## src/rtl/uart_word_packer_if.sv

```systemverilog
// Byte-FIFO and word-handshake bundle around uart_word_packer.
// slave is the packer's view; master is the view of everything around it.
interface uart_word_packer_if #(
  parameter int DATA_LEN = 8,
  parameter int WORD_LEN = 32
);
  logic                i_rxEmpty;
  logic [DATA_LEN-1:0] i_rxData;
  logic                o_rxRead;
  logic [WORD_LEN-1:0] o_rxWord;
  logic                o_rxWordValid;
  logic                i_rxWordReady;
  logic [WORD_LEN-1:0] i_txWord;
  logic                i_txWordValid;
  logic                o_txWordReady;
  logic                i_txFull;
  logic                o_txWrite;
  logic [DATA_LEN-1:0] o_txData;
  logic                o_rxTimeout;

  modport slave (
    input  i_rxEmpty, i_rxData, i_rxWordReady, i_txWord, i_txWordValid, i_txFull,
    output o_rxRead, o_rxWord, o_rxWordValid, o_txWordReady, o_txWrite, o_txData,
           o_rxTimeout
  );

  modport master (
    output i_rxEmpty, i_rxData, i_rxWordReady, i_txWord, i_txWordValid, i_txFull,
    input  o_rxRead, o_rxWord, o_rxWordValid, o_txWordReady, o_txWrite, o_txData,
           o_rxTimeout
  );
endinterface

```

## src/rtl/uart_word_packer.sv

```systemverilog
// Packs UART RX bytes into little-endian words and unpacks TX words into bytes.
// Define RX_TIMEOUT_EN to drop partial RX words after TIMEOUT_CYCLES idle cycles.
module uart_word_packer #(
  parameter int DATA_LEN       = 8,
  parameter int WORD_BYTES     = 4,
  parameter int WORD_LEN       = 32,
  parameter int CNT_BITS       = 2,
  parameter int TIMEOUT_CYCLES = 100000,
  parameter int TIMEOUT_BITS   = 17
) (
  input logic               i_clk,
  input logic               i_reset,
  uart_word_packer_if.slave bus
);

  typedef enum logic {COLLECT, HOLD} rxState_t;
  typedef enum logic {IDLE, SEND} txState_t;

  rxState_t rxState, rxNext;
  txState_t txState, txNext;

  logic [WORD_BYTES-1:0][DATA_LEN-1:0] rxLanes;
  logic [WORD_BYTES-1:0][DATA_LEN-1:0] txLanes;
  logic [CNT_BITS-1:0] rxCnt, txCnt;
  logic rxPop, rxLast, txPush, txLast;

  assign rxLast = (rxCnt == CNT_BITS'(WORD_BYTES - 1));
  assign txLast = (txCnt == CNT_BITS'(WORD_BYTES - 1));

  // Pops and pushes are gated by reset so nothing leaks into the FIFOs while held.
  always_comb begin
    rxNext = rxState;
    rxPop  = 1'b0;
    case (rxState)
      COLLECT: begin
        rxPop = !bus.i_rxEmpty && i_reset;
        if (rxPop && rxLast) rxNext = HOLD;
      end
      HOLD:    if (bus.i_rxWordReady) rxNext = COLLECT;
      default: rxNext = COLLECT;
    endcase
  end

`ifdef RX_TIMEOUT_EN
  logic [TIMEOUT_BITS-1:0] timeoutCnt;
  logic timeoutHit;
  logic rxTimeoutPulse;

  assign timeoutHit = (rxState == COLLECT) && (rxCnt != '0) && !rxPop &&
                      (timeoutCnt == TIMEOUT_BITS'(TIMEOUT_CYCLES - 1));

  always_ff @(posedge i_clk or negedge i_reset) begin
    if (!i_reset) begin
      timeoutCnt     <= '0;
      rxTimeoutPulse <= 1'b0;
    end else begin
      rxTimeoutPulse <= timeoutHit;
      if (rxState != COLLECT || rxCnt == '0 || rxPop || timeoutHit) timeoutCnt <= '0;
      else timeoutCnt <= timeoutCnt + TIMEOUT_BITS'(1);
    end
  end

  assign bus.o_rxTimeout = rxTimeoutPulse;
`else
  assign bus.o_rxTimeout = 1'b0;
`endif

  always_ff @(posedge i_clk or negedge i_reset) begin
    if (!i_reset) begin
      rxState <= COLLECT;
      rxCnt   <= '0;
      rxLanes <= '0;
    end else begin
      rxState <= rxNext;
      if (rxPop) begin
        rxLanes[rxCnt] <= bus.i_rxData;
        rxCnt          <= rxLast ? '0 : rxCnt + CNT_BITS'(1);
      end
`ifdef RX_TIMEOUT_EN
      else if (timeoutHit) rxCnt <= '0;
`endif
    end
  end

  assign bus.o_rxRead      = rxPop;
  assign bus.o_rxWordValid = (rxState == HOLD);
  assign bus.o_rxWord      = rxLanes;

  always_comb begin
    txNext = txState;
    txPush = 1'b0;
    case (txState)
      IDLE:    if (bus.i_txWordValid) txNext = SEND;
      SEND: begin
        txPush = !bus.i_txFull && i_reset;
        if (txPush && txLast) txNext = IDLE;
      end
      default: txNext = IDLE;
    endcase
  end

  // A full TX FIFO simply freezes txCnt, so the stalled byte is neither lost nor repeated.
  always_ff @(posedge i_clk or negedge i_reset) begin
    if (!i_reset) begin
      txState <= IDLE;
      txCnt   <= '0;
      txLanes <= '0;
    end else begin
      txState <= txNext;
      if (txState == IDLE && bus.i_txWordValid) begin
        txLanes <= bus.i_txWord;
        txCnt   <= '0;
      end else if (txPush) begin
        txCnt <= txLast ? '0 : txCnt + CNT_BITS'(1);
      end
    end
  end

  assign bus.o_txWordReady = (txState == IDLE);
  assign bus.o_txWrite     = txPush;
  assign bus.o_txData      = (txState == SEND) ? txLanes[txCnt] : '0;

endmodule

```

## src/flat_wrapper.sv

```systemverilog
// flat-port wrapper written by rule: the top's interface ports become plain ports
module uart_word_packer_flat 
#(
  parameter int DATA_LEN       = 8,
  parameter int WORD_BYTES     = 4,
  parameter int WORD_LEN       = 32,
  parameter int CNT_BITS       = 2,
  parameter int TIMEOUT_CYCLES = 100000,
  parameter int TIMEOUT_BITS   = 17
)
  (i_clk, i_reset, bus_i_rxEmpty, bus_i_rxData, bus_i_rxWordReady, bus_i_txWord, bus_i_txWordValid, bus_i_txFull, bus_o_rxRead, bus_o_rxWord, bus_o_rxWordValid, bus_o_txWordReady, bus_o_txWrite, bus_o_txData, bus_o_rxTimeout);
  uart_word_packer_if #(.DATA_LEN(DATA_LEN), .WORD_LEN(WORD_LEN)) bus_i ();
  input logic i_clk;
  input logic i_reset;
  input wire logic [$bits(bus_i.i_rxEmpty)-1:0] bus_i_rxEmpty;
  input wire logic [$bits(bus_i.i_rxData)-1:0] bus_i_rxData;
  input wire logic [$bits(bus_i.i_rxWordReady)-1:0] bus_i_rxWordReady;
  input wire logic [$bits(bus_i.i_txWord)-1:0] bus_i_txWord;
  input wire logic [$bits(bus_i.i_txWordValid)-1:0] bus_i_txWordValid;
  input wire logic [$bits(bus_i.i_txFull)-1:0] bus_i_txFull;
  output wire logic [$bits(bus_i.o_rxRead)-1:0] bus_o_rxRead;
  output wire logic [$bits(bus_i.o_rxWord)-1:0] bus_o_rxWord;
  output wire logic [$bits(bus_i.o_rxWordValid)-1:0] bus_o_rxWordValid;
  output wire logic [$bits(bus_i.o_txWordReady)-1:0] bus_o_txWordReady;
  output wire logic [$bits(bus_i.o_txWrite)-1:0] bus_o_txWrite;
  output wire logic [$bits(bus_i.o_txData)-1:0] bus_o_txData;
  output wire logic [$bits(bus_i.o_rxTimeout)-1:0] bus_o_rxTimeout;
  assign bus_i.i_rxEmpty = bus_i_rxEmpty;
  assign bus_i.i_rxData = bus_i_rxData;
  assign bus_i.i_rxWordReady = bus_i_rxWordReady;
  assign bus_i.i_txWord = bus_i_txWord;
  assign bus_i.i_txWordValid = bus_i_txWordValid;
  assign bus_i.i_txFull = bus_i_txFull;
  assign bus_o_rxRead = bus_i.o_rxRead;
  assign bus_o_rxWord = bus_i.o_rxWord;
  assign bus_o_rxWordValid = bus_i.o_rxWordValid;
  assign bus_o_txWordReady = bus_i.o_txWordReady;
  assign bus_o_txWrite = bus_i.o_txWrite;
  assign bus_o_txData = bus_i.o_txData;
  assign bus_o_rxTimeout = bus_i.o_rxTimeout;
  uart_word_packer #(.DATA_LEN(DATA_LEN), .WORD_BYTES(WORD_BYTES), .WORD_LEN(WORD_LEN), .CNT_BITS(CNT_BITS), .TIMEOUT_CYCLES(TIMEOUT_CYCLES), .TIMEOUT_BITS(TIMEOUT_BITS)) u_core (.i_clk(i_clk), .i_reset(i_reset), .bus(bus_i));
endmodule
```

## config.mk

```make
export PLATFORM = sky130hd
export DESIGN_NAME = uart_word_packer_flat
export DESIGN_NICKNAME = d
export VERILOG_FILES = /design/src/rtl/uart_word_packer_if.sv /design/src/rtl/uart_word_packer.sv /design/src/flat_wrapper.sv
export SDC_FILE = /design/constraint.sdc
export NUM_CORES = 1
export LEC_CHECK = 0
export CORE_ASPECT_RATIO = 0.5
export CORE_MARGIN = 2
export CORE_UTILIZATION = 39
export CTS_CLUSTER_DIAMETER = 80
export DETAILED_ROUTE_END_ITERATION = 10
export GPL_ROUTABILITY_DRIVEN = 0
export PLACE_DENSITY = 0.73
export SETUP_SLACK_MARGIN = 0.5
export SKIP_LAST_GASP = 1
export SLEW_MARGIN = 25
export SYNTH_ARGS = -nofsm -noshare
export SYNTH_HDL_FRONTEND = slang
export SYNTH_SLANG_ARGS = --single-unit
export TNS_END_PERCENT = 30
```

## constraint.sdc

```tcl
create_clock -name i_clk -period 1.56 [get_ports i_clk]
set_input_delay 0.234 -clock i_clk [delete_from_list [all_inputs] [get_ports i_clk]]
set_output_delay 0.234 -clock i_clk [all_outputs]
set_load 0.05 [all_outputs]
```

==> results of run 1 <==
[cells in the final DEF, fill, tap and decap left out, drive strengths merged]
master         synthesis  routed
nand2                 99      99
dfrtp                 70      70
buf                    9      67
clkdlybuf4s50          0      43
mux2                  32      32
mux2i                 16      16
clkbuf                 7      10
o22ai                  8       8
inv                    6       6
ha                     5       5
and2                   3       4
o21ai                  3       3
nor2                   2       2
nand3                  2       2
clkinvlp               0       2
clkinv                 0       2
bufinv                 0       2
nand2b                 2       2
nor3b                  1       1
nand3b                 1       1
a21oi                  1       1
a21o                   1       1
nor4bb                 1       1
o31ai                  1       1
nor2b                  1       1
conb                   1       1
dlygate4sd2            0       1
[timing repair]
| action | CTS | global route |
|---|---|---|
| pin swaps | 3 | 0 |
| setup buffers | 4 | 0 |
| gates cloned | 1 | 0 |
| endpoints found under the setup margin | 113 | 113 |
| gates resized for setup | 32 | 7 |
[cell type report]
cell class | count | share of cell area [%]
clock buffers | 10 | 5.01
clock inverters | 6 | 1.78
inverters | 6 | 0.472
multi-input cells | 181 | 29.3
flip-flops and latches | 70 | 36.8
well taps | 112 | 2.94
repair buffers | 111 | 23.7
[state kept, by name, indices dropped and copies added, names as in the netlist]
| name | count |
|---|---|
| u_core.bus.o_rxWordValid | 1 |
| u_core.rxCnt | 2 |
| u_core.txLanes | 32 |
| u_core.txState | 1 |
| u_core.txCnt | 2 |
| u_core.bus.o_rxWord | 32 |
[critical path: cells and delay by family, from the launching register on]
family / cells / cell delay, ns
mux: 1 / 0.16
flops: 1 / 0.39
compound gates: 1 / 0.21
buf+inv: 2 / 0.36
[per-layer routing]
metal	vias to the layer above	wire (um)
li1	1104	-
met1	1160	3310
met2	51	4100
met3	9	365
met4	0	79
met5	-	0
[power groups by stage]
| stage | clock network [mW] | logic (mW) | registers, mW |
|---|---|---|---|
| floorplan | 0 | 2.33 | 4.58 |
| global placement | 0 | 5.85 | 3.19 |
| detailed placement | 0 | 5.99 | 3.23 |
| CTS | 2.22 | 6.38 | 3.24 |
| global route | 2.31 | 6.76 | 3.38 |
| finish | 2.18 | 6.43 | 3.28 |
[final timing paths]
| check | start | endpoint | slack, ns | depth (start not counted) |
|---|---|---|---|---|
| min reg2reg | u_core.txLanes[14]$_DFFE_PN0P_ | u_core.txLanes[14]$_DFFE_PN0P_ | 0.47 | 2 |
| max | u_core.txCnt[1]$_DFFE_PN0P_ | bus_o_txData[1] | -0.13 | 4 |
| max in group asynchronous | i_reset | u_core.bus.o_rxWordValid$_DFF_PN0_ | 1.12 | 3 |
| min in group i_clk | bus_i_txWord[12] | u_core.txLanes[12]$_DFFE_PN0P_ | 0.43 | 3 |
| max reg2reg | u_core.bus.o_rxWordValid$_DFF_PN0_ | u_core.bus.o_rxWord[14]$_DFFE_PN0P_ | 0.07 | 4 |
| min | i_reset | u_core.txLanes[0]$_DFFE_PN0P_ | 0.12 | 3 |
[logic make-up after synthesis]
| kind of cell | share of synthesized area (%) |
|---|---|
| AOI/OAI and AO/OA | 2.76 |
| adders and majority gates | 2.00 |
| buffers and inverters | 4.56 |
| DFF | 56.0 |
| muxes | 19.5 |
| other | 0.120 |
| and+or+nand+nor | 15.0 |
[through the flow]
stage | cells | utilization [%] | instance area [um^2] | hold WS [ns] | total power, mW
2_1_floorplan | 272 | - | 3130 | -0.0616 | 6.90
3_3_place_gp | 475 | 53.7 | 4230 | 0.452 | 9.04
3_5_place_dp | 475 | 53.7 | 4230 | 0.462 | 9.22
4_1_cts | 496 | 60.1 | 4740 | 0.121 | 11.8
5_1_grt | 496 | 60.5 | 4770 | 0.142 | 12.5
6_report | 496 | 60.5 | 4770 | 0.115 | 11.9
[Yosys cell counts, types with 3 or more instances]
master | count | area [um^2]
o21ai_0 | 3 | 15.0
and2_4 | 3 | 26.3
mux2i_1 | 16 | 160
buf_12 | 3 | 60.1
mux2_4 | 24 | 360
mux2_1 | 3 | 33.8
mux2_2 | 5 | 56.3
nand2_1 | 99 | 372
o22ai_1 | 8 | 50.1
clkbuf_1 | 7 | 26.3
buf_2 | 3 | 15.0
dfrtp_1 | 70 | 1750
ha_1 | 5 | 62.6
inv_1 | 6 | 22.5
==> results.toml, run 1 <==
[outcome]
status = "finished, violations left"
violations = "setup timing"

[detailed_routing]
drc = 0
initialDrtViolationCount = 111
wl_per_cell_um = 15.8
vias = 2324
antenna_left = 0
drt_wl_total_mm = 7.85
first_pass_iters = 4
vias_per_cell = 4.69

[logic_synthesis]
async_flop_share_pct = 100
avgSynthCellArea_um2 = 11.5
syn-cell-area_um2 = 3130
synth_edf_count = 0
syn-num-nets = 323
synthCells = 272
ys_seq_elements = 70
synth.yosys.seq_area_share_pct = 56.0
yosys_warnings = 0
synth-main-ff-cell = "dfrtp_1"
synth_cell_types = 27

[setup_path]
cp.required_ns = 1.33
critical_path.max_stage_delay_ns = 0.39
worst_setup_path_end_kind = "output port"
critPathKind = "flip-flop to output port"
path_cells = "buf_4, mux2i_2, o22ai_2, buf_12"
slowest_stage = "dfrtp_1"
start_kind = "flip-flop"
path_max_fanout = 8
cp.arrival_ns = 1.45

[timing]
maxClockFrequency_mhz = 593
fin_ws_ns = -0.127
setup_viol = 8
tns_ns = -0.881
fin_crit_sh_pct = 108
rsz0062_at_grt = "true"
skew_ns = 0.00489
hold_viol = 0
period_needed_ns = 1.69
slew_viol_final = 0

[layout]
ff_latch_area_um2 = 1750
nets = 430
area_delta_synth_final_pct = 52.5
antenna_cells = 0
multi_input_area_um2 = 1400
fill_cells = 649
drive_gt1_share_pct = 37.5

[place]
place_hpwl_mm = 5.36
dp_slack_ns = -0.236
numPortBuffers = 89

[floorplan]
dieArea_um2 = 8800
rows = 23
die_h_um = 67.3
io_pins = 91
core_region_area_um2 = 7890
initial_utilization_pct = 39.7
die_w_um = 131

[clock_tree]
clk_pin_slew_ns = 0.06
clock-sinks = 70
root_buffer = "clkbuf_16"
ctsLongestPathBuffers = 2
htree_levels = 3
cts_buffers = 9
cts_tree = "yes"
hold_buffers = 0
clkLatencyLatePin_ns = 0.33

[global_routing]
grt-busiest-layer = "met2"
met1_usage_pct = 23.2
grt_max_degree = 71
grtUsageTotal_pct = 18.9
gr-usage-met3_pct = 6.02
grt_overflow_total = 0
antenna_found_initial = 0
met2_usage_pct = 32.9
grt_first_pass_wirelength_mm = 12.2
grt_pass1_vias = 2429

[power_and_ir_drop]
clkPwrFrac_pct = 18.4
p_per_area_nw_per_um2 = 2490
p_leak_nw = 2.30
switchingPower_mw = 4.99
vdd_drop_max_mv = 1.49
p_seq_share_pct = 27.6
p_int_mw = 6.91
switching_share_pct = 41.9
pwr-share-comb_pct = 54.1

[job]
drv_cap = 0

[worst_hold_path]
hold_path.class = "input pin to async pin"
Note: power is estimated with default switching activity, not from simulation.
==> run 2: changes to the inputs <==
--- a/config.mk
+++ b/config.mk
@@ -5,12 +5,14 @@
 export SDC_FILE = /design/constraint.sdc
 export NUM_CORES = 1
 export LEC_CHECK = 0
+export ABC_AREA = 0
 export CORE_ASPECT_RATIO = 0.5
 export CORE_MARGIN = 2
 export CORE_UTILIZATION = 39
 export CTS_CLUSTER_DIAMETER = 80
 export DETAILED_ROUTE_END_ITERATION = 10
 export GPL_ROUTABILITY_DRIVEN = 0
+export MAX_ROUTING_LAYER = met4
 export PLACE_DENSITY = 0.73
 export SETUP_SLACK_MARGIN = 0.5
 export SKIP_LAST_GASP = 1
==> results.toml, run 2 (same netlist as run 1, synthesis figures left out) <==
[detailed_routing]
antenna_left = 0
vias = 2342
initialDrtViolationCount = 119
wl_per_cell_um = 15.7
first_pass_iters = 4
vias_per_cell = 4.72
drt_wl_total_mm = 7.80
drc = 0

[layout]
final_common_cell = "nand2_1"
final_util_pct = 60.5
antenna_cells = 0
fill_cells = 649
nets = 430
area_delta_synth_final_pct = 52.5
design_area_um2 = 4770
drive_gt1_share_pct = 37.5
mostFrequentLayoutCells = "nand2_1 (98), dfrtp_1 (68), buf_4 (48), clkdlybuf4s50_1 (43), mux2_4 (32)"

[setup_path]
path_max_fanout = 8
worst_setup_path_end_kind = "output port"
start_kind = "flip-flop"
cp.arrival_ns = 1.45
cp.required_ns = 1.33
critPathKind = "flip-flop to output port"

[clock_tree]
root_buffer = "clkbuf_16"
clk_pin_slew_ns = 0.05
htree_levels = 3
clock-sinks = 70
ctsLongestPathBuffers = 2
cts_tree = "yes"
clkLatencyLatePin_ns = 0.33
hold_buffers = 0
cts_buffers = 9

[timing]
period_needed_ns = 1.68
maxClockFrequency_mhz = 594
fin_crit_sh_pct = 108
rsz0062_at_grt = "true"
slew_viol_final = 0
setup_viol = 8
tns_ns = -0.862
hold_viol = 0
fin_ws_ns = -0.125
skew_ns = 0.00452

[global_routing]
antenna_found_initial = 0
grt_max_degree = 71
grt_overflow_total = 0
grt_pass1_vias = 2428
grtUsageTotal_pct = 19.5
grt_first_pass_wirelength_mm = 12.2

[worst_hold_path]
hold_path.class = "input pin to async pin"

[floorplan]
initial_utilization_pct = 39.7
die_h_um = 67.3
rows = 23
io_pins = 91
die_w_um = 131
core_region_area_um2 = 7890
dieArea_um2 = 8800

[place]
dp_slack_ns = -0.236
post_dp_cell_area_um2 = 4230
place_hpwl_mm = 5.36
numPortBuffers = 89

[power_and_ir_drop]
p_per_area_nw_per_um2 = 2490
p_leak_nw = 2.30
vdd_drop_max_mv = 1.49

[outcome]
status = "finished, violations left"
violations = "setup timing"

[job]
drv_cap = 0
run 2: path summary, 6_finish.rpt:
kind                                                          from                            endpoint  slack [ns]  cells after the start
worst min-delay path                                       i_reset       u_core.txLanes[0]$_DFFE_PN0P_        0.12                      3
worst max-delay path                   u_core.txCnt[1]$_DFFE_PN0P_                     bus_o_txData[1]       -0.12                      4
worst max register to register  u_core.bus.o_rxWordValid$_DFF_PN0_  u_core.bus.o_rxWord[5]$_DFFE_PN0P_        0.07                      4
max in group asynchronous                                  i_reset  u_core.bus.o_rxWordValid$_DFF_PN0_        1.11                      3
worst min register to register       u_core.txLanes[4]$_DFFE_PN0P_       u_core.txLanes[4]$_DFFE_PN0P_        0.47                      2
min in group i_clk                                bus_i_txWord[12]      u_core.txLanes[12]$_DFFE_PN0P_        0.43                      3
run 2: repair_timing:
item	4_1_cts	5_1_grt
resized for setup	32	7
pin swaps	3	0
endpoints found under the hold margin	0	0
gates cloned	1	0
setup endpoints to repair	113	113
buffers inserted	4	0
run 2: metal layers:
metal,share of wire (%),vias to the layer above,wire length (um),global-route usage (%)
li1,-,1106,-,-
met2,53,60,4120,32.9
met3,4.8,7,376,5.86
met4,0.70,0,55,5.05
met5,0,-,0,-
met1,42,1169,3260,23.3
run 2: power breakdown:
| part | switching [mW] | internal [mW] | total (mW) |
|---|---|---|---|
| clock network | 0.745 | 1.44 | 2.18 |
| logic | 3.64 | 2.79 | 6.43 |
| registers | 0.598 | 2.68 | 3.28 |
| total | 4.98 | 6.91 | 11.9 |
run 2: critical path: stages (launching register included):
cell and delay (ns):
dfrtp_1 0.39, buf_4 0.19, mux2i_2 0.16, o22ai_2 0.21, buf_12 0.17
run 2: final cells by class:
type                       count  area (um^2)  area share, %
timing repair buffer         111         1130           23.7
clock buffer                  10          239           5.01
multi-input combinational    181         1400           29.3
clock inverter                 6         85.1           1.78
tap                          112          140           2.94
inverter                       6         22.5          0.472
sequential                    70         1750           36.8
run 2: through the flow:
stage / hold WS, ns / cells / total power, mW
final: 0.118 / 496 / 11.9
after global routing: 0.142 / 496 / 12.5
after CTS: 0.121 / 496 / 11.8
after detailed placement: 0.462 / 475 / 9.22
after global placement: 0.452 / 475 / 9.04
after floorplan: -0.0616 / 272 / 6.90
==> run 3: changes to the inputs <==
--- a/config.mk
+++ b/config.mk
@@ -8,12 +8,12 @@
 export ABC_AREA = 0
 export CORE_ASPECT_RATIO = 0.5
 export CORE_MARGIN = 2
-export CORE_UTILIZATION = 39
+export CORE_UTILIZATION = 30
 export CTS_CLUSTER_DIAMETER = 80
 export DETAILED_ROUTE_END_ITERATION = 10
 export GPL_ROUTABILITY_DRIVEN = 0
 export MAX_ROUTING_LAYER = met4
-export PLACE_DENSITY = 0.73
+export PLACE_DENSITY = 0.6
 export SETUP_SLACK_MARGIN = 0.5
 export SKIP_LAST_GASP = 1
 export SLEW_MARGIN = 25
==> results.toml, run 3 (same netlist as run 1, synthesis figures left out) <==
[outcome]
status = "finished, violations left"
violations = "setup timing"

[timing]
tns_ns = -0.709
tightest_slew_ns = 0.652
hold_viol = 0
fin_crit_sh_pct = 107
setup_viol = 8
fin_ws_ns = -0.102
period_needed_ns = 1.66
relSlewSlack_pct = 56.5
rsz0062_at_grt = "true"
slew_viol_final = 0
maxClockFrequency_mhz = 602
whs_ns = 0.115
skew_ns = 0.00351

[global_routing]
grtUsageTotal_pct = 14.7
grt_overflow_total = 0
antenna_found_initial = 0
grt_pass1_vias = 2499
grt_max_degree = 51
grt_first_pass_wirelength_mm = 12.6

[clock_tree]
ctsLongestPathBuffers = 2
clk_pin_slew_ns = 0.06
clock-sinks = 70
clkLatencyLatePin_ns = 0.32
cts_tree = "yes"
cts_buffers = 9
root_buffer = "clkbuf_16"
htree_levels = 3

[layout]
drive_gt1_share_pct = 38.8
nets = 435
mostFrequentLayoutCells = "nand2_1 (94), dfrtp_1 (68), buf_4 (48), clkdlybuf4s50_1 (43), mux2_4 (32)"
fill_cells = 906
area_delta_synth_final_pct = 57.7
final_util_pct = 48.5
final_common_cell = "nand2_1"
antenna_cells = 0

[detailed_routing]
vias_per_cell = 4.31
wl_per_cell_um = 14.5
antenna_left = 0
drt_wl_total_mm = 7.66
initialDrtViolationCount = 68
drc = 0
vias = 2280
first_pass_iters = 4

[worst_hold_path]
hold_path.class = "input pin to async pin"

[setup_path]
cp-startpoint = "u_core.txCnt[0]$_DFFE_PN0P_"
path_max_fanout = 8
regToRegSetupSlack_ns = 0.09
path_cells = "nand2b_4, o22ai_2, buf_12"
cp_top_family = "flip-flops"
critical_path.max_stage_delay_ns = 0.42
slowest_stage = "dfrtp_1"
cp.arrival_ns = 1.43
critPathKind = "flip-flop to output port"
cp.required_ns = 1.33
r2r_end = "u_core.bus.o_rxWord[20]$_DFFE_PN0P_"
ff2ff_path_depth = 4
r2r-start = "u_core.bus.o_rxWordValid$_DFF_PN0_"
crit_buf_inv = 1
worst_setup_path_end_kind = "output port"
start_kind = "flip-flop"

[floorplan]
die_h_um = 76.2
rows = 26
io_pins = 91
core_region_area_um2 = 10200
initial_utilization_pct = 30.7
die_w_um = 148
dieArea_um2 = 11300

[job]
drv_cap = 0

[power_and_ir_drop]
p_leak_nw = 2.37
vdd_drop_max_mv = 1.50
p_per_area_nw_per_um2 = 2460

[place]
place_hpwl_mm = 5.32
numPortBuffers = 89
## run 3: how the worst max path moves through the flow
stage / endpoint / cells past startpoint / slack, ns
floorplan: u_core.bus.o_rxWord[24]$_DFFE_PN0P_ / 4 / -0.41
global placement: u_core.bus.o_rxWord[4]$_DFFE_PN0P_ / 4 / -0.14
detailed placement: u_core.bus.o_rxWord[24]$_DFFE_PN0P_ / 4 / -0.17
CTS: bus_o_txData[4] / 4 / -0.12
global route: bus_o_txData[6] / 4 / -0.16
finish: bus_o_txData[3] / 3 / -0.10
## run 3: final cells by class
type                    instances  area, um^2  share of cell area, %
inverters                       6        22.5                  0.457
flip-flops and latches         70        1750                   35.6
clock inverters                 6         133                   2.69
repair buffers                116        1200                   24.4
well taps                     140         175                   3.55
clock buffers                  10         239                   4.84
multi-input cells             181        1410                   28.5
## run 3: timing repair
action / in CTS / in global routing
hold endpoints to repair: 20 / 0
setup endpoints to repair: 113 / 112
pin swaps: 5 / 7
gates cloned: 1 / 1
buffers inserted: 7 / 2
hold buffers: 1 / 0
gates resized for setup: 36 / 15
## run 3: power breakdown
group | switching (mW) | total [mW] | leakage (nW) | internal (mW)
combinational | 3.59 | 6.39 | 1.34 | 2.80
sequential | 0.573 | 3.25 | 0.856 | 2.68
clock | 0.753 | 2.52 | 0.179 | 1.76
## run 3: worst register-to-register path: cells and delay by family (launching register included)
family                 cells  cell delay, ns
buffers and inverters      1            0.14
DFF                        1            0.43
muxes                      1            0.32
and+or+nand+nor            2            0.46
## run 3: routing by layer
layer,global-route usage (%),part of all wire (%)
met5,-,0
met4,4.00,0.89
met3,3.29,2.9
met2,25.0,49
met1,17.8,47
## run 3: per-stage QoR
stage	instance area (um^2)	worst slack [ns]	total power [mW]	std cells
detailed placement	4250	-0.168	9.17	501
finish	4930	-0.102	12.2	529
global placement	4250	-0.136	9.08	501
floorplan	3130	-0.413	6.90	272
global route	4930	-0.162	12.7	529
CTS	4840	-0.119	12.2	526
